==> src/rtl/mux_nto1_seq_pkg.sv <==
// Shared state encodings and mode constants for the registered N-to-1 mux.
package mux_nto1_seq_pkg;

  typedef enum logic {
    ST_IDLE = 1'b0,
    ST_SCAN = 1'b1
  } state_e;

  localparam logic MODE_DIRECT = 1'b0;
  localparam logic MODE_SCAN   = 1'b1;

endpackage

==> src/rtl/mux_nto1_seq_if.sv <==
// Output beat bundle of the registered mux: data, channel index and valid/ready.
interface mux_nto1_seq_if #(
  parameter int N = 8,
  parameter int W = 1
);
  localparam int SELW = $clog2(N);

  logic [W-1:0]    f;
  logic            f_valid;
  logic            f_ready;
  logic [SELW-1:0] ch;

  modport master (output f, output f_valid, output ch, input f_ready);
  modport slave  (input f, input f_valid, input ch, output f_ready);

endinterface

==> src/rtl/mux_nto1_seq_next_ch.sv <==
// Finds the next enabled channel at or after ptr and flags when it is the last one.
// With MUX_NTO1_SEQ_MASK_EN undefined every channel is enabled and no mask port exists.
module mux_nto1_next_ch #(
  parameter int N = 8,
  localparam int SELW = $clog2(N)
) (
  input  logic [SELW-1:0] ptr,
`ifdef MUX_NTO1_SEQ_MASK_EN
  input  logic [N-1:0]    mask,
`endif
  output logic [SELW-1:0] nxt,
  output logic            found,
  output logic            none_left
);

`ifdef MUX_NTO1_SEQ_MASK_EN
  always_comb begin
    nxt       = '0;
    found     = 1'b0;
    none_left = 1'b1;
    // Descending scan so the lowest qualifying index wins.
    for (int k = N - 1; k >= 0; k--) begin
      if (mask[k] && (k >= int'(ptr))) begin
        nxt   = SELW'(k);
        found = 1'b1;
      end
    end
    for (int k = 0; k < N; k++) begin
      if (mask[k] && (k > int'(nxt))) none_left = 1'b0;
    end
  end
`else
  assign nxt       = ptr;
  assign found     = 1'b1;
  assign none_left = (ptr == SELW'(N - 1));
`endif

endmodule

==> src/rtl/mux_nto1_seq.sv <==
// Registered N-to-1, W-bit mux: direct mode follows sel, scan mode walks all channels
// under valid/ready. Define MUX_NTO1_SEQ_MASK_EN to add the en_mask channel-enable port.
module mux_nto1_seq
  import mux_nto1_seq_pkg::*;
#(
  parameter int N = 8,
  parameter int W = 1,
  localparam int SELW = $clog2(N)
) (
  input  logic            clk,
  input  logic            reset,
  input  logic [N*W-1:0]  a,
  input  logic [SELW-1:0] sel,
  input  logic            mode,
  input  logic            start,
`ifdef MUX_NTO1_SEQ_MASK_EN
  input  logic [N-1:0]    en_mask,
`endif
  mux_nto1_seq_if.master  mbus,
  output logic            busy,
  output logic            done
);

  localparam int AW = $clog2(N * W);

  state_e          state, state_nx;
  logic [SELW-1:0] ptr, ptr_nx;
  logic [SELW-1:0] ch_r, ch_nx;
  logic [SELW-1:0] nxt, idx;
  logic [W-1:0]    f_r, f_nx, a_sel;
  logic [AW-1:0]   base;
  logic            vld_r, vld_nx;
  logic            pending, pending_nx;
  logic            busy_nx, done_nx;
  logic            found, none_left;
  logic            load_ok, sel_ok, sel_en;

  mux_nto1_next_ch #(.N(N)) u_next (
    .ptr       (ptr),
`ifdef MUX_NTO1_SEQ_MASK_EN
    .mask      (en_mask),
`endif
    .nxt       (nxt),
    .found     (found),
    .none_left (none_left)
  );

`ifdef MUX_NTO1_SEQ_MASK_EN
  assign sel_en = en_mask[sel];
`else
  assign sel_en = 1'b1;
`endif

  // One shared slice select: direct mode reads sel, scan reads the next enabled pointer.
  assign idx     = ((state == ST_IDLE) && (mode == MODE_DIRECT)) ? sel : nxt;
  assign base    = AW'(int'(idx) * W);
  assign a_sel   = a[base +: W];
  assign sel_ok  = (int'(sel) < N) && sel_en;
  assign load_ok = !vld_r || mbus.f_ready;

  always_comb begin
    state_nx   = state;
    ptr_nx     = ptr;
    pending_nx = pending;
    f_nx       = f_r;
    ch_nx      = ch_r;
    vld_nx     = vld_r;
    busy_nx    = busy;
    done_nx    = 1'b0;

    case (state)
      ST_IDLE: begin
        if (mode == MODE_SCAN) begin
          if (start) begin
            state_nx   = ST_SCAN;
            busy_nx    = 1'b1;
            pending_nx = 1'b1;
            if (load_ok) begin
              if (found) begin
                f_nx       = a_sel;
                ch_nx      = nxt;
                vld_nx     = 1'b1;
                ptr_nx     = nxt + SELW'(1);
                pending_nx = !none_left;
              end else begin
                vld_nx = 1'b0;
              end
            end
          end else if (vld_r && mbus.f_ready) begin
            vld_nx = 1'b0;
          end
        end else if (load_ok) begin
          if (sel_ok) begin
            f_nx   = a_sel;
            ch_nx  = sel;
            vld_nx = 1'b1;
          end else begin
            vld_nx = 1'b0;
          end
        end
      end

      ST_SCAN: begin
        if (load_ok) begin
          if (pending && found) begin
            f_nx       = a_sel;
            ch_nx      = nxt;
            vld_nx     = 1'b1;
            ptr_nx     = nxt + SELW'(1);
            pending_nx = !none_left;
          end else begin
            // Last beat accepted (or nothing enabled remains): close the scan.
            vld_nx     = 1'b0;
            busy_nx    = 1'b0;
            done_nx    = 1'b1;
            ptr_nx     = '0;
            pending_nx = 1'b0;
            state_nx   = ST_IDLE;
          end
        end
      end

      default: state_nx = ST_IDLE;
    endcase
  end

  // Output register stage
  always_ff @(posedge clk) begin
    if (reset) begin
      state   <= ST_IDLE;
      ptr     <= '0;
      pending <= 1'b0;
      f_r     <= '0;
      ch_r    <= '0;
      vld_r   <= 1'b0;
      busy    <= 1'b0;
      done    <= 1'b0;
    end else begin
      state   <= state_nx;
      ptr     <= ptr_nx;
      pending <= pending_nx;
      f_r     <= f_nx;
      ch_r    <= ch_nx;
      vld_r   <= vld_nx;
      busy    <= busy_nx;
      done    <= done_nx;
    end
  end

  assign mbus.f       = f_r;
  assign mbus.ch      = ch_r;
  assign mbus.f_valid = vld_r;

endmodule
==> src/flat_wrapper.sv <==
// flat-port wrapper written by rule: the top's interface ports become plain ports
module mux_nto1_seq_flat import mux_nto1_seq_pkg::*;
#(
  parameter int N = 8,
  parameter int W = 1,
  localparam int SELW = $clog2(N)
)
  (clk, reset, a, sel, mode, start, busy, done, mbus_f, mbus_f_valid, mbus_ch, mbus_f_ready);
  mux_nto1_seq_if #(.N(N), .W(W)) mbus_i ();
  input  logic clk;
  input  logic reset;
  input  logic [N*W-1:0] a;
  input  logic [SELW-1:0] sel;
  input  logic mode;
  input  logic start;
  output logic busy;
  output logic done;
  output wire logic [$bits(mbus_i.f)-1:0] mbus_f;
  output wire logic [$bits(mbus_i.f_valid)-1:0] mbus_f_valid;
  output wire logic [$bits(mbus_i.ch)-1:0] mbus_ch;
  input wire logic [$bits(mbus_i.f_ready)-1:0] mbus_f_ready;
  assign mbus_f = mbus_i.f;
  assign mbus_f_valid = mbus_i.f_valid;
  assign mbus_ch = mbus_i.ch;
  assign mbus_i.f_ready = mbus_f_ready;
  mux_nto1_seq #(.N(N), .W(W)) u_core (.clk(clk), .reset(reset), .a(a), .sel(sel), .mode(mode), .start(start), .mbus(mbus_i), .busy(busy), .done(done));
endmodule
==> config.mk <==
export PLATFORM = sky130hd
export DESIGN_NAME = mux_nto1_seq_flat
export DESIGN_NICKNAME = d
export VERILOG_FILES = /design/src/rtl/mux_nto1_seq_pkg.sv /design/src/rtl/mux_nto1_seq_if.sv /design/src/rtl/mux_nto1_seq_next_ch.sv /design/src/rtl/mux_nto1_seq.sv /design/src/flat_wrapper.sv
export SDC_FILE = /design/constraint.sdc
export NUM_CORES = 1
export LEC_CHECK = 0
export CAP_MARGIN = 30
export CORE_AREA = 10 10 55 57
export CTS_CLUSTER_SIZE = 10
export DETAILED_ROUTE_END_ITERATION = 10
export DIE_AREA = 0 0 65 67
export PLACE_DENSITY = 0.75
export RECOVER_POWER = 50
export SYNTH_ARGS = -nofsm -noshare
export SYNTH_HDL_FRONTEND = slang
export SYNTH_SLANG_ARGS = --single-unit
==> constraint.sdc <==
create_clock -name clk -period 1.8 [get_ports clk]
set_clock_uncertainty 0.15 [all_clocks]
set_input_delay 0.54 -clock clk [delete_from_list [all_inputs] [get_ports clk]]
set_output_delay 0.54 -clock clk [all_outputs]
set_load 0.02 [all_outputs]
* Word-level counts from Yosys, hierarchy flattened *
Index checks and enable logic that the tools add are counted.

storage, ports and cells
  register bits = 12
  input bits = 16
  logic and storage cells = 79

cells by class
  $add $sub $neg = 1
  equality and inequality tests = 11
  shifts and indexed selects = 1
  mux-type cells = 43
  bitwise operators = 3
  reductions and logical operators = 12

operator list
  cell                                                              count
  3-bit 2-to-1 mux                                                  12
  1-bit 2-to-1 mux                                                  24
  3-bit case mux with 2 select lines                                2
  2-bit != test (second input constant)                             5
  1-bit case mux with 2 select lines                                5
  4-bit AND reduction                                               2
  8-bit by 4-bit indexed part select with 1-bit output              1
  3-bit by 2-bit != test with 1-bit output (second input constant)  2
  3-bit AND reduction                                               2
  5-bit AND reduction                                               1
  4-bit != test (second input constant)                             1
  3-bit by 1-bit adder with 3-bit output (second input constant)    1
  3-bit equality test (second input constant)                       1
  3-bit != test (second input constant)                             1
  1-bit NOT                                                         3
  3-bit OR reduction                                                1
  1-bit logical AND                                                 2
  1-bit logical NOT                                                 2
  2-bit by 1-bit != test with 1-bit output (second input constant)  1
  2-bit AND reduction                                               1
  1-bit logical OR                                                  1

* Depth between registers and ports, before layout *
  word-level depth = 8
  mapped depth = 6
  depth with buffers taken out = 5

* Hierarchy *
A second synthesis with hierarchy kept.

second synthesis, totals
  cell total of the unflattened synthesis = 92
  area, all modules = 785.8 µm²

modules (own cells, without submodules)
  module            instances  cells an instance  area an instance (µm²)  sequential area each (µm²)
  mux_nto1_seq      1          86                 745.7                   240.2
  mux_nto1_next_ch  1          6                  40.0                    0.0

* Least setup slack after synthesis *
OpenSTA, ideal clock, no wires.

  path type = input-to-reg
  start = input mode
  end = register u_core.f_r (netlist: u_core.mbus.f)
  arrival time = 1.723 ns
  setup slack = -0.169 ns
  cell stages on the path = 6
  path buffers = 2
  path through = buf_4 > or3b_1 > and3_4 > buf_6 > or3b_1 > o41ai_2

between the ends
  word-level cells in the longest chain between the ends = 8
  elaborated cells on any way between the ends = 12
  those cells by class = eq/ne (1); shift (1); mux (7); bitwise (1); reduce/logical (2)

RTL lines
  item                                                  line                                    RTL
  start, declared                                       flat_wrapper.sv:14                      input logic mode;
  1-bit NOT                                             mux_nto1_seq.sv:55                      assign idx = ((state == ST_IDLE) && (mode == MODE_DIRECT)) ? sel : nxt;
  1-bit logical AND                                     mux_nto1_seq.sv:55
  3-bit 2-to-1 mux                                      mux_nto1_seq.sv:55
  8-bit by 4-bit indexed part select with 1-bit output  mux_nto1_seq.sv:57                      assign a_sel = a[base +: W];
  1-bit 2-to-1 mux                                      mux_nto1_seq.sv:78, mux_nto1_seq.sv:92
  1-bit 2-to-1 mux                                      mux_nto1_seq.sv:74                      if (start) begin
  1-bit 2-to-1 mux                                      mux_nto1_seq.sv:73                      if (mode == MODE_SCAN) begin
  1-bit case mux with 2 select lines                    mux_nto1_seq.sv:71                      case (state)
  end signal, assigned                                  mux_nto1_seq.sv:142                     f_r <= f_nx;
  end, declared                                         mux_nto1_seq.sv:30                      logic [W-1:0] f_r, f_nx, a_sel;

Several ways; a longest one is shown, not always the timed one. The select of a mux whose other input is x is not followed.
A chain may end at the register's enable or synchronous reset.

* Final worst setup path *
  start = input sel[0]
  end = register u_core.f_r (netlist: u_core.mbus.f)

between the ends
  word-level cells in the longest chain between the ends = 6
  elaborated cells on any way between the ends = 8
  those cells by class = shift (1); mux (7)

RTL lines
  item                                                    line                                    RTL
  start, declared                                         flat_wrapper.sv:13                      input logic [SELW-1:0] sel;
  3-bit 2-to-1 mux *                                      mux_nto1_seq.sv:55
  8-bit by 4-bit indexed part select with 1-bit output *  mux_nto1_seq.sv:57
  1-bit 2-to-1 mux                                        mux_nto1_seq.sv:78, mux_nto1_seq.sv:92
  1-bit 2-to-1 mux                                        mux_nto1_seq.sv:74
  1-bit 2-to-1 mux                                        mux_nto1_seq.sv:73
  1-bit case mux with 2 select lines *                    mux_nto1_seq.sv:71

Mark *: on every way between the ends. The rest lies on a longest branch, timed or not. The select of a mux whose other input is x is not followed.

==> impl_metrics.json <==
{
  "num-fill-cells": 201,
  "power.leakage_nw": 0.475,
  "dr.pass1.iters": 2,
  "design.die.area_um2": 4360,
  "ys.flop_type": "dfxtp_1",
  "yosysSeqAreaShare_pct": 31.1,
  "dp_hpwl_um": 1650,
  "cts_tree": "built",
  "fin_crit_sh_pct": 100,
  "syn_area_per_cell_um2": 8.13,
  "grt_max_degree": 10,
  "layout-drive-gt1-share_pct": 18.1,
  "end_kind": "register",
  "worstPathArrival_ps": 1810,
  "wl_per_cell_um": 13.1,
  "globalRouteOverflowTotal": 0,
  "synthesis.area_um2": 772,
  "r2r_end": "u_core.mbus.f$_SDFFE_PP0P_",
  "num_antenna_cells": 0,
  "startpoint_type": "input pin",
  "tightest_slew_ps": 264,
  "ant_nets": 0,
  "min-delay-start": "u_core.busy$_SDFFE_PP0P_",
  "row_count": 16,
  "clkTransAtPathRegs_ps": 70,
  "synth_nets": 113,
  "hold_path_depth": 2,
  "period_needed_ps": 1810,
  "synth_edf_count": 0,
  "slew_headroom_pct": 82.4,
  "crit_required_ps": 1810,
  "cts_setup_buffers": 0,
  "worstSkewPairLatency_ps": 260,
  "clk_path_buf_depth": 2,
  "grt_pass1_vias": 773,
  "clock.fmax_mhz": 554,
  "via_count": 770,
  "rsz0062_at_grt": "yes",
  "setup_ws_ps": -5.15,
  "grt_use_total_pct": 9.85,
  "via_per_inst": 5.00,
  "hold_class": "reg -> reg",
  "die_y_um": 67,
  "drv_slew": 0,
  "initial_core_util_pct": 39.8,
  "wl_um": 2020,
  "max_cap_viol_count": 0,
  "hold_viol": 0,
  "core_um2": 1940,
  "cts_buffers": 3,
  "wl_met3_um": 135,
  "r2r_slack_ps": 160,
  "ios": 23,
  "violations": "setup timing",
  "pre_cts_ws_ps": -642,
  "pwr_density_cell_nw_per_um2": 663,
  "final_common_cell": "nand2_1",
  "cp_max_fo": 2,
  "grt_pass1_wl_um": 3460,
  "dp_cells": 150,
  "r2r-start": "u_core.state$_SDFF_PP0_",
  "wl_met2_um": 962,
  "cts-root-buf": "clkbuf_4",
  "htree_levels": 1,
  "setup_viol_count_final": 1,
  "gp_congestion": 0.950,
  "postCtsHoldBufs": 0,
  "worstHoldEndpoint": "u_core.busy$_SDFFE_PP0P_",
  "port_buffers": 22,
  "multiInputGateArea_um2": 493,
  "area_delta_synth_final_pct": 43.1,
  "layout_common_cells": "nand2_1 (13), dfxtp_1 (12), nor2_1 (11), dlygate4sd2_1 (11), buf_4 (11)",
  "ir_worst_vdd_mv": 0.625,
  "synth_cell_type_count": 35,
  "outcome": "finished, violations left",
  "top_layer": "met3",
  "met1_length_um": 925,
  "synthArstFlopShare_pct": 0,
  "syn_inst": 95,
  "fin_cells": 154,
  "die_w_um": 65,
  "antenna_found_initial": 0,
  "path_class": "in -> reg",
  "clock-sinks": 12,
  "fin_nets": 146,
  "ys_ff_latch": 12,
  "finalPower_mw": 0.733,
  "synth-warning-count": 0,
  "ff2ff_path_depth": 4,
  "drc": 0,
  "drt_iter0_markers": 7,
  "ff_latch_area_um2": 240
}
[flip-flops by register name, summed over array words and instances (netlist names)]
| name | cells |
|---|---|
| u_core.done | 1 |
| u_core.state | 1 |
| u_core.mbus.f_valid | 1 |
| u_core.mbus.ch | 3 |
| u_core.busy | 1 |
| u_core.pending | 1 |
| u_core.mbus.f | 1 |
| u_core.ptr | 3 |
[cell usage after synthesis (2+ instances only)]
cell,instances,share of area [%]
dfxtp_1,12,31
a32o_1,2,2.6
buf_6,2,2.9
a311oi_1,3,3.4
or3b_1,2,2.3
clkbuf_1,2,0.97
a21oi_1,6,3.9
o32ai_1,2,2.3
mux2i_1,3,3.9
ha_1,2,3.2
nor2_1,11,5.3
nor2b_1,4,3.2
and2_1,2,1.6
inv_1,2,0.97
nand3_1,3,1.9
nand4_1,2,1.6
nand2b_1,5,4.1
nand2_1,13,6.3
[critical path, cell delays in order]
cell and delay [ps]:
dlygate4sd2_1 260, or4b_4 560, o32a_1 170, o211ai_1 190
o41ai_2 90
[where the power goes]
part | total, mW | switching [mW] | internal [mW]
Combinational | 0.220 | 0.105 | 0.115
Sequential | 0.308 | 0.0195 | 0.288
Clock | 0.205 | 0.0820 | 0.123
Total | 0.733 | 0.207 | 0.526
[cell families after synthesis]
family,share of synthesized area [%]
AND/OR/NAND/NOR,33.7
flip-flops,31.1
buffers and inverters,6.48
adder cells (fa/ha/maj),3.24
multiplexers,5.35
AO/OA/AOI/OAI,20.1
[metal layers]
layer | up-vias | global-route usage, %
li1 | 407 | -
met1 | 346 | 10.8
met2 | 17 | 16.9
met3 | 0 | 5.02
met4 | 0 | 1.60
met5 | - | 0
[stage by stage]
stage	TNS, ps	utilization [%]	hold WS, ps	cell area (um2)
2_1_floorplan	-156	-	342	779
3_3_place_gp	-2770	55.3	331	1070
3_5_place_dp	-3120	55.3	336	1070
4_1_cts	0	56.7	346	1100
5_1_grt	-70.3	56.9	386	1100
6_report	-5.15	56.9	338	1100
[worst max path at each step]
stage	slack, ps	to	startpoint	cells past startpoint
6_report	-5	u_core.mbus.f$_SDFFE_PP0P_	sel[0]	5
5_1_grt	-40	u_core.mbus.ch[0]$_SDFFE_PP0P_	mode	5
4_1_cts	4	u_core.mbus.f$_SDFFE_PP0P_	sel[0]	5
3_5_place_dp	-640	u_core.mbus.f$_SDFFE_PP0P_	mode	5
3_3_place_gp	-600	u_core.mbus.f$_SDFFE_PP0P_	mode	5
2_1_floorplan	-160	u_core.mbus.f$_SDFFE_PP0P_	mode	6
[cell type report]
cell class                      instances  area share [%]
Tap cell                               27            3.06
Inverter                                2           0.680
Sequential cell                        12            21.7
Timing Repair Buffer                   34            26.6
Multi-Input combinational cell         75            44.6
Clock buffer                            4            3.28
[what timing repair did]
item,4_1_cts,5_1_grt
resized for setup,15,1
endpoints found under the hold margin,0,0
pin swaps,6,1
endpoints found under the setup margin,11,2
No activity file was read; power rests on OpenSTA's default activity.
